**src/rtl/mem_line_master_if.sv**
```systemverilog
// Backup-memory bus seen by the line master: request, write-data and response channels.
// The master drives requests and write data; memory drives the readies and the response beats.
`ifndef MEM_ADDR_BITS
`define MEM_ADDR_BITS 32
`endif
`ifndef MEM_DATA_BITS
`define MEM_DATA_BITS 64
`endif
`ifndef MEM_TAG_BITS
`define MEM_TAG_BITS 4
`endif

interface mem_line_master_if #(
  parameter int ADDR_BITS = `MEM_ADDR_BITS,
  parameter int DATA_BITS = `MEM_DATA_BITS,
  parameter int TAG_BITS  = `MEM_TAG_BITS
);
  logic                   mem_req_valid;
  logic                   mem_req_ready;
  logic                   mem_req_rw;
  logic [ADDR_BITS-1:0]   mem_req_addr;
  logic [TAG_BITS-1:0]    mem_req_tag;
  logic                   mem_req_data_valid;
  logic                   mem_req_data_ready;
  logic [DATA_BITS-1:0]   mem_req_data_bits;
  logic [DATA_BITS/8-1:0] mem_req_data_mask;
  logic [1:0]             mem_req_data_offset;
  logic                   mem_resp_valid;
  logic [DATA_BITS-1:0]   mem_resp_data;
  logic [TAG_BITS-1:0]    mem_resp_tag;

  modport master (
    output mem_req_valid, mem_req_rw, mem_req_addr, mem_req_tag,
    output mem_req_data_valid, mem_req_data_bits, mem_req_data_mask, mem_req_data_offset,
    input  mem_req_ready, mem_req_data_ready,
    input  mem_resp_valid, mem_resp_data, mem_resp_tag
  );

  modport slave (
    input  mem_req_valid, mem_req_rw, mem_req_addr, mem_req_tag,
    input  mem_req_data_valid, mem_req_data_bits, mem_req_data_mask, mem_req_data_offset,
    output mem_req_ready, mem_req_data_ready,
    output mem_resp_valid, mem_resp_data, mem_resp_tag
  );
endinterface

```
**src/rtl/mem_line_master.sv**
```systemverilog
// Turns whole-line cache commands (read, write, writeback+refill) into per-beat memory
// transactions and assembles 4-beat refills into a line returned to the cache.
`ifndef MEM_ADDR_BITS
`define MEM_ADDR_BITS 32
`endif
`ifndef MEM_DATA_BITS
`define MEM_DATA_BITS 64
`endif
`ifndef MEM_TAG_BITS
`define MEM_TAG_BITS 4
`endif

module mem_line_master #(
  parameter int ADDR_BITS = `MEM_ADDR_BITS,
  parameter int DATA_BITS = `MEM_DATA_BITS,
  parameter int TAG_BITS  = `MEM_TAG_BITS
) (
  input  logic                     clk,
  input  logic                     reset,
  input  logic                     line_req_valid,
  output logic                     line_req_ready,
  input  logic [1:0]               line_req_op,
  input  logic [ADDR_BITS-3:0]     line_req_addr,
  input  logic [ADDR_BITS-3:0]     line_req_vaddr,
  input  logic [4*DATA_BITS-1:0]   line_req_wdata,
  input  logic [4*DATA_BITS/8-1:0] line_req_wmask,
  output logic                     line_resp_valid,
  output logic [4*DATA_BITS-1:0]   line_resp_data,
  mem_line_master_if.master        mem
);
  localparam int MASK_BITS = DATA_BITS / 8;

  typedef enum logic [2:0] {IDLE, WR_REQ, WR_DATA, RD_REQ, RD_RESP, DONE} state_t;

  state_t                     state_q, state_d;
  logic                       is_wb_q;
  logic [ADDR_BITS-3:0]       line_q;
  logic [ADDR_BITS-3:0]       wline_q;
  logic [4*DATA_BITS-1:0]     wdata_q;
  logic [4*MASK_BITS-1:0]     wmask_q;
  logic [1:0]                 beat_q;
  logic [1:0]                 cnt_q;
  logic [TAG_BITS-1:0]        tag_q;
  logic [4*DATA_BITS-1:0]     line_data_q;

  logic                       is_write_op;
  logic                       is_wb_op;
  logic [2:0]                 first_beat;
  logic [2:0]                 next_beat;
  logic                       resp_hit;

  // Lowest beat at or above start with a non-zero byte mask; 4 means none left.
  function automatic logic [2:0] find_beat(input logic [4*MASK_BITS-1:0] m, input logic [2:0] start);
    logic [2:0] r;
    r = 3'd4;
    for (int i = 3; i >= 0; i--) begin
      if (3'(i) >= start && |m[i*MASK_BITS +: MASK_BITS]) r = 3'(i);
    end
    return r;
  endfunction

  assign is_wb_op    = (line_req_op == 2'd2);
  assign is_write_op = (line_req_op == 2'd1) || is_wb_op;
  assign first_beat  = find_beat(line_req_wmask, 3'd0);
  assign next_beat   = find_beat(wmask_q, {1'b0, beat_q} + 3'd1);
  assign resp_hit    = (state_q == RD_RESP) && mem.mem_resp_valid && (mem.mem_resp_tag == tag_q);

  always_ff @(posedge clk or posedge reset) begin
    if (reset) state_q <= IDLE;
    else       state_q <= state_d;
  end

  always_comb begin
    state_d                 = state_q;
    line_req_ready          = 1'b0;
    line_resp_valid         = 1'b0;
    mem.mem_req_valid       = 1'b0;
    mem.mem_req_rw          = 1'b0;
    mem.mem_req_addr        = '0;
    mem.mem_req_tag         = tag_q;
    mem.mem_req_data_valid  = 1'b0;
    mem.mem_req_data_bits   = wdata_q[beat_q*DATA_BITS +: DATA_BITS];
    mem.mem_req_data_mask   = wmask_q[beat_q*MASK_BITS +: MASK_BITS];
    mem.mem_req_data_offset = beat_q;
    case (state_q)
      IDLE: begin
        line_req_ready = 1'b1;
        if (line_req_valid) begin
          if (!is_write_op)        state_d = RD_REQ;
          else if (!first_beat[2]) state_d = WR_REQ;
          else if (is_wb_op)       state_d = RD_REQ;
          else                     state_d = DONE;
        end
      end
      WR_REQ: begin
        mem.mem_req_valid = 1'b1;
        mem.mem_req_rw    = 1'b1;
        mem.mem_req_addr  = {wline_q, beat_q};
        if (mem.mem_req_ready) state_d = WR_DATA;
      end
      WR_DATA: begin
        mem.mem_req_data_valid = 1'b1;
        if (mem.mem_req_data_ready) begin
          if (!next_beat[2]) state_d = WR_REQ;
          else if (is_wb_q)  state_d = RD_REQ;
          else               state_d = DONE;
        end
      end
      RD_REQ: begin
        mem.mem_req_valid = 1'b1;
        mem.mem_req_addr  = {line_q, 2'b00};
        if (mem.mem_req_ready) state_d = RD_RESP;
      end
      RD_RESP: begin
        if (resp_hit && cnt_q == 2'd3) state_d = DONE;
      end
      DONE: begin
        line_resp_valid = 1'b1;
        state_d         = IDLE;
      end
      default: state_d = IDLE;
    endcase
  end

  // The write line is kept whole so skipped beats need no special storage.
  always_ff @(posedge clk or posedge reset) begin
    if (reset) begin
      is_wb_q     <= 1'b0;
      line_q      <= '0;
      wline_q     <= '0;
      wdata_q     <= '0;
      wmask_q     <= '0;
      beat_q      <= 2'd0;
      cnt_q       <= 2'd0;
      tag_q       <= '0;
      line_data_q <= '0;
    end else begin
      if (state_q == IDLE && line_req_valid) begin
        is_wb_q <= is_wb_op;
        line_q  <= line_req_addr;
        wline_q <= is_wb_op ? line_req_vaddr : line_req_addr;
        wdata_q <= line_req_wdata;
        wmask_q <= line_req_wmask;
        beat_q  <= first_beat[1:0];
      end
      if (state_q == WR_DATA && mem.mem_req_data_ready && !next_beat[2])
        beat_q <= next_beat[1:0];
      if (state_q == RD_REQ && mem.mem_req_ready)
        cnt_q <= 2'd0;
      if (resp_hit) begin
        line_data_q[cnt_q*DATA_BITS +: DATA_BITS] <= mem.mem_resp_data;
        cnt_q <= cnt_q + 2'd1;
        if (cnt_q == 2'd3) tag_q <= tag_q + TAG_BITS'(1);
      end
    end
  end

  assign line_resp_data = line_data_q;
endmodule

```
**src/flat_wrapper.sv**
```systemverilog
// flat-port wrapper written by rule: the top's interface ports become plain ports
module mem_line_master_flat 
#(
  parameter int ADDR_BITS = `MEM_ADDR_BITS,
  parameter int DATA_BITS = `MEM_DATA_BITS,
  parameter int TAG_BITS  = `MEM_TAG_BITS
)
  (clk, reset, line_req_valid, line_req_ready, line_req_op, line_req_addr, line_req_vaddr, line_req_wdata, line_req_wmask, line_resp_valid, line_resp_data, mem_mem_req_valid, mem_mem_req_rw, mem_mem_req_addr, mem_mem_req_tag, mem_mem_req_data_valid, mem_mem_req_data_bits, mem_mem_req_data_mask, mem_mem_req_data_offset, mem_mem_req_ready, mem_mem_req_data_ready, mem_mem_resp_valid, mem_mem_resp_data, mem_mem_resp_tag);
  mem_line_master_if #(.ADDR_BITS(ADDR_BITS), .DATA_BITS(DATA_BITS), .TAG_BITS(TAG_BITS)) mem_i ();
  input  logic clk;
  input  logic reset;
  input  logic line_req_valid;
  output logic line_req_ready;
  input  logic [1:0] line_req_op;
  input  logic [ADDR_BITS-3:0] line_req_addr;
  input  logic [ADDR_BITS-3:0] line_req_vaddr;
  input  logic [4*DATA_BITS-1:0] line_req_wdata;
  input  logic [4*DATA_BITS/8-1:0] line_req_wmask;
  output logic line_resp_valid;
  output logic [4*DATA_BITS-1:0] line_resp_data;
  output wire logic [$bits(mem_i.mem_req_valid)-1:0] mem_mem_req_valid;
  output wire logic [$bits(mem_i.mem_req_rw)-1:0] mem_mem_req_rw;
  output wire logic [$bits(mem_i.mem_req_addr)-1:0] mem_mem_req_addr;
  output wire logic [$bits(mem_i.mem_req_tag)-1:0] mem_mem_req_tag;
  output wire logic [$bits(mem_i.mem_req_data_valid)-1:0] mem_mem_req_data_valid;
  output wire logic [$bits(mem_i.mem_req_data_bits)-1:0] mem_mem_req_data_bits;
  output wire logic [$bits(mem_i.mem_req_data_mask)-1:0] mem_mem_req_data_mask;
  output wire logic [$bits(mem_i.mem_req_data_offset)-1:0] mem_mem_req_data_offset;
  input wire logic [$bits(mem_i.mem_req_ready)-1:0] mem_mem_req_ready;
  input wire logic [$bits(mem_i.mem_req_data_ready)-1:0] mem_mem_req_data_ready;
  input wire logic [$bits(mem_i.mem_resp_valid)-1:0] mem_mem_resp_valid;
  input wire logic [$bits(mem_i.mem_resp_data)-1:0] mem_mem_resp_data;
  input wire logic [$bits(mem_i.mem_resp_tag)-1:0] mem_mem_resp_tag;
  assign mem_mem_req_valid = mem_i.mem_req_valid;
  assign mem_mem_req_rw = mem_i.mem_req_rw;
  assign mem_mem_req_addr = mem_i.mem_req_addr;
  assign mem_mem_req_tag = mem_i.mem_req_tag;
  assign mem_mem_req_data_valid = mem_i.mem_req_data_valid;
  assign mem_mem_req_data_bits = mem_i.mem_req_data_bits;
  assign mem_mem_req_data_mask = mem_i.mem_req_data_mask;
  assign mem_mem_req_data_offset = mem_i.mem_req_data_offset;
  assign mem_i.mem_req_ready = mem_mem_req_ready;
  assign mem_i.mem_req_data_ready = mem_mem_req_data_ready;
  assign mem_i.mem_resp_valid = mem_mem_resp_valid;
  assign mem_i.mem_resp_data = mem_mem_resp_data;
  assign mem_i.mem_resp_tag = mem_mem_resp_tag;
  mem_line_master #(.ADDR_BITS(ADDR_BITS), .DATA_BITS(DATA_BITS), .TAG_BITS(TAG_BITS)) u_core (.clk(clk), .reset(reset), .line_req_valid(line_req_valid), .line_req_ready(line_req_ready), .line_req_op(line_req_op), .line_req_addr(line_req_addr), .line_req_vaddr(line_req_vaddr), .line_req_wdata(line_req_wdata), .line_req_wmask(line_req_wmask), .line_resp_valid(line_resp_valid), .line_resp_data(line_resp_data), .mem(mem_i));
endmodule
```
**config.mk**
```make
export PLATFORM = sky130hd
export DESIGN_NAME = mem_line_master_flat
export DESIGN_NICKNAME = d
export VERILOG_FILES = /design/src/rtl/mem_line_master_if.sv /design/src/rtl/mem_line_master.sv /design/src/flat_wrapper.sv
export SDC_FILE = /design/constraint.sdc
export NUM_CORES = 1
export LEC_CHECK = 0
export CAP_MARGIN = 15
export CORE_AREA = 4 4 311 313
export DETAILED_ROUTE_END_ITERATION = 7
export DIE_AREA = 0 0 315 317
export HOLD_SLACK_MARGIN = 0.08
export PLACE_DENSITY = 0.51
export SKIP_LAST_GASP = 1
export SLEW_MARGIN = 20
export SYNTH_ARGS = -nofsm -noshare
export SYNTH_HDL_FRONTEND = slang
export SYNTH_SLANG_ARGS = --single-unit
```
**constraint.sdc**
```tcl
create_clock -name clk -period 25 [get_ports clk]
set_input_delay 7.5 -clock clk [delete_from_list [all_inputs] [get_ports clk]]
set_output_delay 7.5 -clock clk [all_outputs]
set_load 0.005 [all_outputs]
```
==> impl_results.md <==
- Status: finished, final reports clean
- Core Area: about 0.094 sq mm
- Crit-path max FO: 53
- Initial core utilization: 0.281
- Die Wd: 315 um
- Grt total ovfl: 0
- Mapped Cells: approximately 2,900
- WHS Endpoint: u_core.line_resp_data[200]$_DFFE_PP0P_
- Cts hold-fix bufs: 0
- Skew-Pair Late Insertion Delay: between 0.6 and 0.7 ns
- Worst-Margin Slew: between 1 and 1.5 ns
- Synth cell count leaders: nand2_1 (1,507), dfrtp_1 (616), o21ai_0 (216), buf_2 (95), mux4_2 (72)
- Post-DRT Antenna Nets: 0
- I/O pin cnt: roughly 800
- Critical Path AT: around 3.6 ns
- DR vias/cell: 4.47
- Delay-heaviest family, CP: buffers and inverters
- Final setup violation count: 0
- First drt pass iteration count: 5
- Initial antenna violation count: 33
- Cell Chain, Critical Path: buf_4, mux4_2, clkdlybuf4s50_1
- Met1 Usage GRT: 0.226
- Mapped cell area: approximately 0.026 sq mm
- Drc violations: 0
- Post-synth top area share: 0.582
- Ys async rst share: 1.00
- Worst clock skew: between 0.015 and 0.02 ns
- Post_cts resized: 0
- Average wire per standard cell: 19.9 um
- # Post-CTS Setup Buffers: 0
- Hold WC Path Type: flip-flop to flip-flop
- GR Util met3: 0.0762
- R2R Setup Slk: ~21 ns
- CTS HTree Levels: 3
- Hold path depth: 2
- Tot GR Track Use: 0.190
- Critical Path End Type: primary output
- Final Hold Violating Endpoints: 0
- Fraction of layout cells with a size suffix above 1: 0.0623
- Site Rows: 113
- Seq/Total Area, Yosys: 0.582
- Sum of negative setup slack: 0 ns
- GRT busiest layer: met2
- Final net count: about 4,000
- Hold_sp: u_core.line_resp_data[200]$_DFFE_PP0P_
- Ranking of synthesized cells by area: dfrtp_1 (58%), nand2_1 (21%), mux4_2 (6.1%)
- Post-synth EDFFs: 0
- Slowest stage delay, CP: 0.91 ns
- Worst Setup Path Type: flip-flop to primary output
- Util after Layout: 0.401
- Worst reg2reg path depth: 6
- Required @ worst endpoint: around 18 ns
- Clock transition at path regs: 0.06 ns
- Syn avg cell area: ~9.2 sq um
- Number of library cell types mapped by synthesis: between 40 and 50
- Worst path slowest cell: buf_4
- Via count: 21,900
- Clock sinks: 616
- Full die area: between 0.09 and 0.1 sq mm
- Synth Warn #: 0
- Vias in the first global route: around 22,000
- Fmax: 90.2 MHz
- Critical path depth: 3
- PD cells: between 100 and 150 mW/mm^2
- Port-buffer cells: approximately 790
- CTS tree: done
- Drt initial violations: roughly 1,400
- First-pass GRT wire length: between 100,000 and 150,000 um
- GR Util met2: 0.311
- CP bufs+invs: 2
- Routability cong.: approximately 0.83
- Reg2Reg Capture Point: u_core.wdata_q[149]$_DFFE_PP0P_
- Clk buf depth: 3
- Total CTS buffers: 74
- Final wirelength: between 90,000 and 100,000 um
- Startpoint Class: flip-flop
- Root Driver: clkbuf_16
- Largest net degree at the start of global routing: 180
- Lkg Pwr: 17.4 nW
- Die height: ~320 um
- Number of synthesized register bits: just over 600
- Minimum clock period: 11.09 ns
- Slew Limit Fails: 0
- Max-cap violations: 0
- Relative slew slack: 0.273
- Worst r2r src: u_core.state_q[0]$_DFFE_PP0P_
- Post-DP HPWL: between 60,000 and 70,000 um
- Max IR drop VDD: 0.0540 mV
- Top_reg_cell synth: dfrtp_1
- Syn Nets: about 3,300
- Unrepaired setup endpoints after global routing: no
- Post-synth top area cell: dfrtp_1
- Most instantiated library cell after synthesis: nand2_1
- Synthesis-to-layout area growth: 42.8%
- Period utilization: 0.443
-- power breakdown --
part | switching [W] | internal, W | leakage, nW
combinational | 0.000640 | 0.000665 | 8.19
clock | 0.000439 | 0.000616 | 1.16
sequential | 0.000193 | 0.00128 | 8.07
-- per-stage QoR --
stage	cells	power (W)	hold slack (ns)	instance area, sq um	worst slack, ns
finish	4906	0.00384	0.462	37800	13.91
floorplan	2865	0.00216	0.440	26500	0.251
CTS	4889	0.00390	0.467	37800	13.76
global placement	4759	0.00281	0.449	35400	13.90
detailed placement	4759	0.00282	0.454	35400	13.90
global route	4899	0.00409	0.483	37800	13.68
-- kinds of logic after synthesis --
kind of cell | synth area share
fa+ha+maj | 0.00378
buf+inv | 0.0375
flops | 0.582
simple gates | 0.242
xor+xnor | 0.00231
compound gates | 0.0484
mux | 0.0839
-- cell usage in the layout, fill, tap and decap left out, types with 3 or more instances in the layout --
master and n:
clkbuf_1 21, nor3b_1 3, ha_1 7, buf_4 22, clkdlybuf4s50_1 794, diode_2 16
nand3_1 67, xnor2_1 3, clkbuf_16 75, dfrtp_1 613, nor3_1 3, mux2i_1 60
nand4_1 4, buf_12 4, a211oi_1 4, o21ai_1 11, nand3_4 4, xor2_1 4
o21ai_0 216, nand2_1 1506, nor4_1 12, o211ai_1 3, nor2_1 36, a21oi_1 5
clkbuf_8 14, mux4_2 72, clkinv_2 12, inv_1 11
-- final cells by class --
class | instances | area, sq um
flip-flops and latches | 616 | 15400
repair buffers | 821 | 8220
clock inverters | 20 | 198
well taps | 1265 | 1580
clock buffers | 110 | 2150
fillers | 9448 | 56500
multi-input cells | 2046 | 10200
inverters | 12 | 52.6
diodes | 16 | 40.0
-- worst register-to-register path: stages (launching register included) --
cell and delay, ns:
dfrtp_1 0.49, nor3_1 0.80, and2_4 0.57, buf_4 0.67, buf_12 0.54, nand2_1 0.42, nand2_1 0.10
-- routing by layer --
| layer | vias up | wire length [um] |
|---|---|---|
| met1 | 10400 | 38800 |
| met2 | 700 | 45900 |
| met4 | 28 | 2950 |
| met3 | 150 | 9940 |
| met5 | - | 199 |
| li1 | 10600 | - |
-- worst max path at each step --
stage                                             end                                           from  slack (ns)
2_1_floorplan             u_core.cnt_q[0]$_DFFE_PP0P_                                          reset        0.25
3_3_place_gp   u_core.line_resp_data[108]$_DFFE_PP0P_                                          reset       13.90
3_5_place_dp    u_core.line_resp_data[41]$_DFFE_PP0P_                                          reset       13.90
4_1_cts                      mem_mem_req_data_mask[6]  u_core.mem.mem_req_data_offset[0]$_DFFE_PP0P_       13.76
5_1_grt                      mem_mem_req_data_mask[6]  u_core.mem.mem_req_data_offset[0]$_DFFE_PP0P_       13.68
6_report                     mem_mem_req_data_mask[6]  u_core.mem.mem_req_data_offset[0]$_DFFE_PP0P_       13.91
-- sequential cells by signal (all words and copies together), names as in the netlist --
name                            flops
u_core.state_q                      3
u_core.wdata_q                    256
u_core.is_wb_q                      1
u_core.mem.mem_req_tag              4
u_core.line_q                      30
u_core.mem.mem_req_data_offset      2
u_core.cnt_q                        2
u_core.wmask_q                     32
u_core.wline_q                     30
u_core.line_resp_data             256
Power figures use the tool's default switching activity.
